`src/rtl/dnn_accel_pkg.sv`:
```
// Shared types and constants for the DNN accelerator dot-product engine.
package dnn_accel_pkg;

    typedef enum logic [3:0] {
        S_IDLE    = 4'd0,
        S_RD_BIAS = 4'd1,
        S_WT_BIAS = 4'd2,
        S_RD_W    = 4'd3,
        S_WT_W    = 4'd4,
        S_RD_X    = 4'd5,
        S_WT_X    = 4'd6,
        S_MAC     = 4'd7,
        S_FINISH  = 4'd8,
        S_WR      = 4'd9
    } state_t;

    localparam logic [2:0] REG_STATUS      = 3'd0;
    localparam logic [2:0] REG_BIAS_ADDR   = 3'd1;
    localparam logic [2:0] REG_WEIGHT_BASE = 3'd2;
    localparam logic [2:0] REG_ACT_BASE    = 3'd3;
    localparam logic [2:0] REG_OUT_ADDR    = 3'd4;
    localparam logic [2:0] REG_LENGTH      = 3'd5;
    localparam logic [2:0] REG_CTRL        = 3'd6;
    localparam logic [2:0] REG_RESULT      = 3'd7;

    localparam int STATUS_BUSY_BIT = 0;
    localparam int STATUS_DONE_BIT = 1;
    localparam int CTRL_RELU_BIT   = 0;

endpackage

```
`src/rtl/dense_mac_engine_fxp_mac.sv`:
```
// Fixed-point multiply-accumulate: acc + (w*x >> FRAC_W), wrapping, no saturation.
module fxp_mac
    import dnn_accel_pkg::*;
#(
    parameter int DATA_W = 32,
    parameter int FRAC_W = 16
) (
    input  logic signed [DATA_W-1:0] acc_in,
    input  logic signed [DATA_W-1:0] w_in,
    input  logic signed [DATA_W-1:0] x_in,
    output logic signed [DATA_W-1:0] acc_out
);

    logic signed [2*DATA_W-1:0] product;

    // Full-width product, then arithmetic shift keeps the Q-format slice (floor rounding).
    always_comb begin
        product = w_in * x_in;
        acc_out = acc_in + DATA_W'(product >>> FRAC_W);
    end

endmodule

```
`src/rtl/dense_mac_engine.sv`:
```
// Dense-layer neuron engine: CSR slave, single-outstanding SDRAM master, one MAC per element.
//
// state     | meaning
// ----------+--------------------------------------------------
// S_IDLE    | waiting for a start write to the status register
// S_RD_BIAS | bias read request held until accepted
// S_WT_BIAS | waiting for bias data, loads accumulator
// S_RD_W    | weight[i] read request held until accepted
// S_WT_W    | waiting for weight data
// S_RD_X    | activation[i] read request held until accepted
// S_WT_X    | waiting for activation data
// S_MAC     | accumulate one product, advance pointers
// S_FINISH  | apply optional ReLU, latch result
// S_WR      | result write held until accepted, then done
module dense_mac_engine
    import dnn_accel_pkg::*;
#(
    parameter int DATA_W = 32,
    parameter int FRAC_W = 16,
    parameter int LEN_W  = 16
) (
    input  logic              clk,
    input  logic              rst_n,
    input  logic [2:0]        slave_address,
    input  logic              slave_read,
    input  logic              slave_write,
    input  logic [31:0]       slave_writedata,
    output logic [31:0]       slave_readdata,
    output logic [31:0]       master_address,
    output logic              master_read,
    output logic              master_write,
    output logic [DATA_W-1:0] master_writedata,
    input  logic              master_waitrequest,
    input  logic [DATA_W-1:0] master_readdata,
    input  logic              master_readdatavalid
);

    state_t state_q, state_d;

    logic [31:0]              bias_addr_q;
    logic [31:0]              weight_base_q;
    logic [31:0]              act_base_q;
    logic [31:0]              out_addr_q;
    logic [LEN_W-1:0]         len_q;
    logic                     relu_en_q;
    logic signed [DATA_W-1:0] result_q;
    logic                     done_q;

    logic signed [DATA_W-1:0] acc_q;
    logic signed [DATA_W-1:0] w_q;
    logic signed [DATA_W-1:0] x_q;
    logic signed [DATA_W-1:0] acc_next;
    logic [31:0]              w_ptr_q;
    logic [31:0]              x_ptr_q;
    logic [LEN_W-1:0]         rem_q;

    logic                     busy;
    logic                     start;
    logic                     cfg_wr;
    logic [31:0]              rd_mux;

    assign busy   = (state_q != S_IDLE);
    assign start  = slave_write && (slave_address == REG_STATUS) && !busy;
    assign cfg_wr = slave_write && !busy;

    fxp_mac #(
        .DATA_W (DATA_W),
        .FRAC_W (FRAC_W)
    ) u_mac (
        .acc_in  (acc_q),
        .w_in    (w_q),
        .x_in    (x_q),
        .acc_out (acc_next)
    );

    // Configuration registers; frozen while a job runs.
    always_ff @(posedge clk or negedge rst_n) begin
        if (!rst_n) begin
            bias_addr_q   <= '0;
            weight_base_q <= '0;
            act_base_q    <= '0;
            out_addr_q    <= '0;
            len_q         <= '0;
            relu_en_q     <= 1'b0;
        end else if (cfg_wr) begin
            case (slave_address)
                REG_BIAS_ADDR:   bias_addr_q   <= slave_writedata;
                REG_WEIGHT_BASE: weight_base_q <= slave_writedata;
                REG_ACT_BASE:    act_base_q    <= slave_writedata;
                REG_OUT_ADDR:    out_addr_q    <= slave_writedata;
                REG_LENGTH:      len_q         <= slave_writedata[LEN_W-1:0];
                REG_CTRL:        relu_en_q     <= slave_writedata[CTRL_RELU_BIT];
                default: ;
            endcase
        end
    end

    // CSR read multiplexer.
    always_comb begin
        rd_mux = '0;
        case (slave_address)
            REG_STATUS: begin
                rd_mux[STATUS_BUSY_BIT] = busy;
                rd_mux[STATUS_DONE_BIT] = done_q;
            end
            REG_BIAS_ADDR:   rd_mux = bias_addr_q;
            REG_WEIGHT_BASE: rd_mux = weight_base_q;
            REG_ACT_BASE:    rd_mux = act_base_q;
            REG_OUT_ADDR:    rd_mux = out_addr_q;
            REG_LENGTH:      rd_mux = 32'(len_q);
            REG_CTRL:        rd_mux[CTRL_RELU_BIT] = relu_en_q;
            REG_RESULT:      rd_mux = 32'(result_q);
            default:         rd_mux = '0;
        endcase
    end

    // Registered read data; status sampled here is the pre-start value on a same-cycle start.
    always_ff @(posedge clk or negedge rst_n) begin
        if (!rst_n) begin
            slave_readdata <= '0;
        end else if (slave_read) begin
            slave_readdata <= rd_mux;
        end
    end

    // State register.
    always_ff @(posedge clk or negedge rst_n) begin
        if (!rst_n) begin
            state_q <= S_IDLE;
        end else begin
            state_q <= state_d;
        end
    end

    // Next-state and master bus outputs, all decoded from the current state.
    always_comb begin
        state_d          = state_q;
        master_read      = 1'b0;
        master_write     = 1'b0;
        master_address   = '0;
        master_writedata = '0;
        case (state_q)
            S_IDLE: begin
                if (start) state_d = S_RD_BIAS;
            end
            S_RD_BIAS: begin
                master_read    = 1'b1;
                master_address = bias_addr_q;
                if (!master_waitrequest) state_d = S_WT_BIAS;
            end
            S_WT_BIAS: begin
                if (master_readdatavalid) state_d = (len_q == '0) ? S_FINISH : S_RD_W;
            end
            S_RD_W: begin
                master_read    = 1'b1;
                master_address = w_ptr_q;
                if (!master_waitrequest) state_d = S_WT_W;
            end
            S_WT_W: begin
                if (master_readdatavalid) state_d = S_RD_X;
            end
            S_RD_X: begin
                master_read    = 1'b1;
                master_address = x_ptr_q;
                if (!master_waitrequest) state_d = S_WT_X;
            end
            S_WT_X: begin
                if (master_readdatavalid) state_d = S_MAC;
            end
            S_MAC: begin
                state_d = (rem_q == LEN_W'(1)) ? S_FINISH : S_RD_W;
            end
            S_FINISH: begin
                state_d = S_WR;
            end
            S_WR: begin
                master_write     = 1'b1;
                master_address   = out_addr_q;
                master_writedata = result_q;
                if (!master_waitrequest) state_d = S_IDLE;
            end
            default: state_d = S_IDLE;
        endcase
    end

    // Datapath: operand capture, accumulate, element down-counter and sticky done.
    always_ff @(posedge clk or negedge rst_n) begin
        if (!rst_n) begin
            acc_q    <= '0;
            w_q      <= '0;
            x_q      <= '0;
            w_ptr_q  <= '0;
            x_ptr_q  <= '0;
            rem_q    <= '0;
            result_q <= '0;
            done_q   <= 1'b0;
        end else begin
            case (state_q)
                S_IDLE: begin
                    if (start) begin
                        w_ptr_q <= weight_base_q;
                        x_ptr_q <= act_base_q;
                        rem_q   <= len_q;
                        done_q  <= 1'b0;
                    end
                end
                S_WT_BIAS: if (master_readdatavalid) acc_q <= master_readdata;
                S_WT_W:    if (master_readdatavalid) w_q   <= master_readdata;
                S_WT_X:    if (master_readdatavalid) x_q   <= master_readdata;
                S_MAC: begin
                    acc_q   <= acc_next;
                    w_ptr_q <= w_ptr_q + 32'd4;
                    x_ptr_q <= x_ptr_q + 32'd4;
                    rem_q   <= rem_q - LEN_W'(1);
                end
                S_FINISH: begin
                    result_q <= (relu_en_q && acc_q[DATA_W-1]) ? '0 : acc_q;
                end
                S_WR: begin
                    if (!master_waitrequest) done_q <= 1'b1;
                end
                default: ;
            endcase
        end
    end

endmodule
```
`config.mk`:
```
export PLATFORM = sky130hd
export DESIGN_NAME = dense_mac_engine
export DESIGN_NICKNAME = d
export VERILOG_FILES = /design/src/rtl/dnn_accel_pkg.sv /design/src/rtl/dense_mac_engine_fxp_mac.sv /design/src/rtl/dense_mac_engine.sv
export SDC_FILE = /design/constraint.sdc
export NUM_CORES = 2
export LEC_CHECK = 0
export CELL_PAD_IN_SITES_DETAIL_PLACEMENT = 2
export CELL_PAD_IN_SITES_GLOBAL_PLACEMENT = 2
export CORE_UTILIZATION = 48
export CTS_BUF_LIST = sky130_fd_sc_hd__clkbuf_4 sky130_fd_sc_hd__clkbuf_8
export CTS_CLUSTER_SIZE = 30
export DETAILED_ROUTE_END_ITERATION = 10
export DONT_BUFFER_PORTS = 1
export GPL_TIMING_DRIVEN = 0
export HOLD_SLACK_MARGIN = 0.15
export MAX_ROUTING_LAYER = met4
export PLACE_DENSITY = 0.94
export SLEW_MARGIN = 20
export SYNTH_ARGS = -nofsm -noshare
export SYNTH_HDL_FRONTEND = slang
export SYNTH_HIERARCHICAL = 1
export SYNTH_SLANG_ARGS = --single-unit
```
`constraint.sdc`:
```
create_clock -name clk -period 20.8 [get_ports clk]
set_clock_uncertainty 0.15 [all_clocks]
set_input_delay 4.16 -clock clk [delete_from_list [all_inputs] [get_ports clk]]
set_output_delay 4.16 -clock clk [all_outputs]
set_load 0.01 [all_outputs]
```
==> results.yml, run 1 <==
run_status:
  outcome: "aborted with a tool error"
  lastStage: "global routing"
  error_line: "[ERROR GRT-0183] Net w_q\\[26\\]: the 3D maze router ran out of legal paths (heap underflow) - the net is boxed in by local congestion or blockages."
synthesis:
  yosysUniqueCellTypes: 91
  synth_area_per_cell_um2: 9.77
  synth_fp_nets: 6112
  yosysSeqAreaShare_pct: 20.0
  yosysWarnings: 6
  synth-edff-count: 0
  synth-main-ff-cell: "dfrtp_1"
  synth-seq-cells: 390
  netlist_instances: 4998
  syn_area_mm2: 0.0488
  synthArstFlopShare_pct: 100
clocking:
  cts_setup_buffers: 0
  cts_buffers: 75
  htreeDepth: 3
  cts_resized: 0
  holdBufCountCts: 0
  cts_num_sinks: 390
  root_buffer: "clkbuf_8"
  clockBufferDepth: 3
placement:
  gp_congestion: 1.00
  io_buffers: 0
  placedCellCount: 6359
  hpwl_mm: 212
floorplan:
  io_pins: 171
  start_util_pct: 48.6
  rows: 116
  dieHeight_um: 321
  die-width_um: 321
global_route:
  grt_max_degree: 391
-- metrics by stage --
stage	instance area, µm²	setup WS (ns)	hold WS, ns
after floorplan	48800	11.62	0.296
after global placement	50500	8.92	0.323
after detailed placement	50600	7.85	0.356
after CTS	52300	7.36	0.400
-- synthesized netlist by cell type, types with 5 or more instances --
cell      number  area, µm²
a22o_1        10       87.6
o211ai_1      18        135
o21ai_0      118        591
mux4_2         5        113
o31ai_1        8       60.1
o22ai_1       29        181
xor2_1        21        184
a31oi_1        6       37.5
clkbuf_1     244        916
a311oi_1      14        123
mux2_2       223       2510
and2_1       536       3350
buf_2         23        115
o21bai_1       9       67.6
a22oi_1       74        556
nor2_1       103        387
mux2i_1       59        591
nor4_1        24        150
nand3b_1       5       37.5
dfrtp_1      390       9760
fa_1         839      16800
or3_1         11       68.8
a211oi_1      21        158
ha_1         202       2530
a21o_1        27        203
o21ai_2        5       43.8
a21oi_1       92        460
and3_1        19        119
xnor2_1       83        727
inv_1        860       3230
o311ai_0      10       87.6
nor2b_1       18        113
a221oi_1      14        123
a222oi_1       7       70.1
nand3_1       35        175
nor3_1        32        160
a211o_1       17        149
buf_1         23       86.3
nand4_1       22        138
nor3b_1        5       37.5
nand2b_1      20        125
a221o_1        8       80.1
o21a_1         9       67.6
nand2_1      617       2320
-- cells by family after synthesis --
group	synth area share (%)
adder cells (fa/ha/maj)	39.6
buffers and inverters	8.98
AO/OA/AOI/OAI	7.79
flip-flops	20.0
AND/OR/NAND/NOR	15.2
XOR/XNOR	1.87
multiplexers	6.58
==> run 2, diff against run 1 <==
==> config.mk (replaced) <==
export PLATFORM = sky130hd
export DESIGN_NAME = dense_mac_engine
export DESIGN_NICKNAME = d
export VERILOG_FILES = /design/src/rtl/dnn_accel_pkg.sv /design/src/rtl/dense_mac_engine_fxp_mac.sv /design/src/rtl/dense_mac_engine.sv
export SDC_FILE = /design/constraint.sdc
export NUM_CORES = 2
export LEC_CHECK = 0
export CORE_UTILIZATION = 36
export DETAILED_ROUTE_END_ITERATION = 10
export DONT_BUFFER_PORTS = 1
export GPL_TIMING_DRIVEN = 0
export PLACE_DENSITY_LB_ADDON = 0.15
export SLEW_MARGIN = 20
export SYNTH_ARGS = -nofsm -noshare
export SYNTH_HDL_FRONTEND = slang
export SYNTH_HIERARCHICAL = 1
export SYNTH_SLANG_ARGS = --single-unit
==> run 2 against run 1 <==
The flow now finishes without violations. Synthesized cell count is the same. Area after synthesis is the same.
==> results.yml, run 2 <==
sta:
  setup_viol: 0
  relSlewSlack_pct: 19.1
  finalMaxSlewViolations: 0
  finalCritPeriodShare_pct: 57.1
  tns_ns: 0
  whs_ns: 0.345
  tightest_slew_ns: 1.21
  hold_viol: 0
  period_needed_ns: 11.88
  timing.fmax_mhz: 84.2
  rsz0062_at_grt: "false"
worst_setup_path:
  critPathLaunchType: "register"
  critPathCaptureType: "register"
  path_buf_inv: 3
  critical-path-max-stage-delay_ns: 0.93
  path_max_fanout: 10
  cp_slowest_cell: "clkbuf_1"
  arrival_ns: 12.24
  crit_required_ns: 21.16
  worstSetupPathType: "register to register"
  cpLargestDelayFamily: "adder cells"
  path_common_cell: "fa_1"
synthesis:
  synthArstFlopShare_pct: 100
  synth_top_area_share_pct: 34.4
  synth_fp_nets: 6112
  yosysWarnings: 6
  synth_largest_area_cell: "fa_1"
  synth-edff-count: 0
  yosysMostFrequentCell: "inv_1"
  yosysUniqueCellTypes: 91
  synth_common_cells: "860 x inv_1, 839 x fa_1, 617 x nand2_1"
  synth_area_per_cell_um2: 9.77
  yosysSeqAreaShare_pct: 20.0
  synth-main-ff-cell: "dfrtp_1"
  synth-seq-cells: 390
  synth_area_leaders: "fa_1 34%, dfrtp_1 20%, and2_1 6.9%"
  syn_area_mm2: 0.0488
  netlist_instances: 4998
floorplan:
  io_pins: 171
  core_area_mm2: 0.134
  rows: 134
  dieHeight_um: 370
  start_util_pct: 36.5
  die-width_um: 370
  die_area_mm2: 0.137
detailed_routing:
  vias_per_cell: 5.39
  route.detailed.drc: 0
  drtPass1Iterations: 6
  ant_nets: 0
  wl_per_cell_um: 28.0
  drtIter0Drc: 2970
  vias: 37000
  wl_mm: 192
clocking:
  clock_latency_ns: 0.63
  cts_buffers: 48
  clockBufferDepth: 3
  cts_num_sinks: 390
  htreeDepth: 2
  root_buffer: "clkbuf_16"
  holdBufCountCts: 0
  cts_setup_buffers: 0
  clk_pin_slew_ns: 0.06
  cts_resized: 0
  cts_tree: "done"
global_route:
  grt_pass1_vias: 39000
  grt_antenna_before_repair: 15
  track_usage_pct: 28.4
  grt_overflow: 0
  grt_max_degree: 391
  grt_pass1_wl_mm: 280
finish:
  drive_above_1_share_pct: 7.51
  fin_nets: 6163
  final_common_cell: "inv_1"
  layout_common_cells: "860 x inv_1, 839 x fa_1, 617 x nand2_1, 536 x and2_1, 390 x dfrtp_1"
  fillers: 13500
  area_delta_synth_final_pct: 8.25
flow_run:
  cap_violations: 0
placement:
  hpwl_mm: 158
  io_buffers: 0
  gp_congestion: 0.964
min_path:
  hold_path.class: "register to register"
run_status:
  outcome: "completed"
==> run 2: cell counts after synthesis <==
No cell type changed its count.
==> run 2: worst paths after layout <==
path,startpoint,end,slack [ns],cells after the start
setup / recovery,x_q[6]$_DFFE_PN0P_,acc_q[31]$_DFFE_PN0P_,8.92,36
hold / removal,act_base_q[1]$_DFFE_PN0P_,x_ptr_q[1]$_DFFE_PN0P_,0.35,2
setup reg to reg,x_q[6]$_DFFE_PN0P_,acc_q[31]$_DFFE_PN0P_,8.92,36
hold reg to reg,act_base_q[1]$_DFFE_PN0P_,x_ptr_q[1]$_DFFE_PN0P_,0.35,2
max in group asynchronous,rst_n,w_q[8]$_DFFE_PN0P_,16.69,0
min in group asynchronous,rst_n,out_addr_q[13]$_DFFE_PN0P_,3.08,0
==> run 2: layout make-up <==
class / instances / area, µm² / area share, %
repair buffers: 1 / 5.00 / 0.00947
well taps: 1768 / 2210 / 4.19
plain buffers: 294 / 1160 / 2.19
inverters: 860 / 3230 / 6.11
multi-input cells: 3454 / 34700 / 65.7
clock buffers: 58 / 1320 / 2.49
clock inverters: 30 / 442 / 0.836
diodes: 12 / 30.0 / 0.0568
flip-flops and latches: 390 / 9760 / 18.5
==> run 2: cells by family (layout without fill, tap and decap cells) <==
logic type | after synthesis | after routing | synth area share (%)
xor gates and xnor gates | 104 | 104 | 1.87
and+or+nand+nor | 1475 | 1475 | 15.2
adders and majority gates | 1041 | 1041 | 39.6
muxes | 287 | 287 | 6.58
buffers and inverters | 1154 | 1243 | 8.98
other | 0 | 12 | 0
DFF | 390 | 390 | 20.0
AOI/OAI and AO/OA | 547 | 547 | 7.79
==> run 2: layer usage <==
layer / vias to the layer above / share of wire (%) / global-route usage [%]
met4: 8 / 5.3 / 12.4
met2: 1390 / 47 / 46.5
met1: 19500 / 41 / 37.1
met5: - / 0.030 / 0
li1: 15800 / - / -
met3: 360 / 6.7 / 4.41
==> run 2: metrics by stage <==
step / cells / area, µm² / utilization (%) / worst slack, ns
floorplan: 4998 / 48800 / - / 11.62
global placement: 6766 / 51000 / 38.1 / 8.98
detailed placement: 6767 / 51100 / 38.1 / 8.89
CTS: 6855 / 52800 / 39.4 / 8.83
global route: 6855 / 52800 / 39.4 / 8.34
finish: 6867 / 52900 / 39.5 / 8.92
==> run 2: tightest hold or removal path, delay by kind of cell, from the launching register on <==
family | cells | cell delay [ns]
flip-flops | 1 | 0.36
AND/OR/NAND/NOR | 2 | 0.11
Power of run 2 is left out: the tool's default activity adds up to more than one toggle a clock period on the data nets, which glitch-free logic cannot reach.
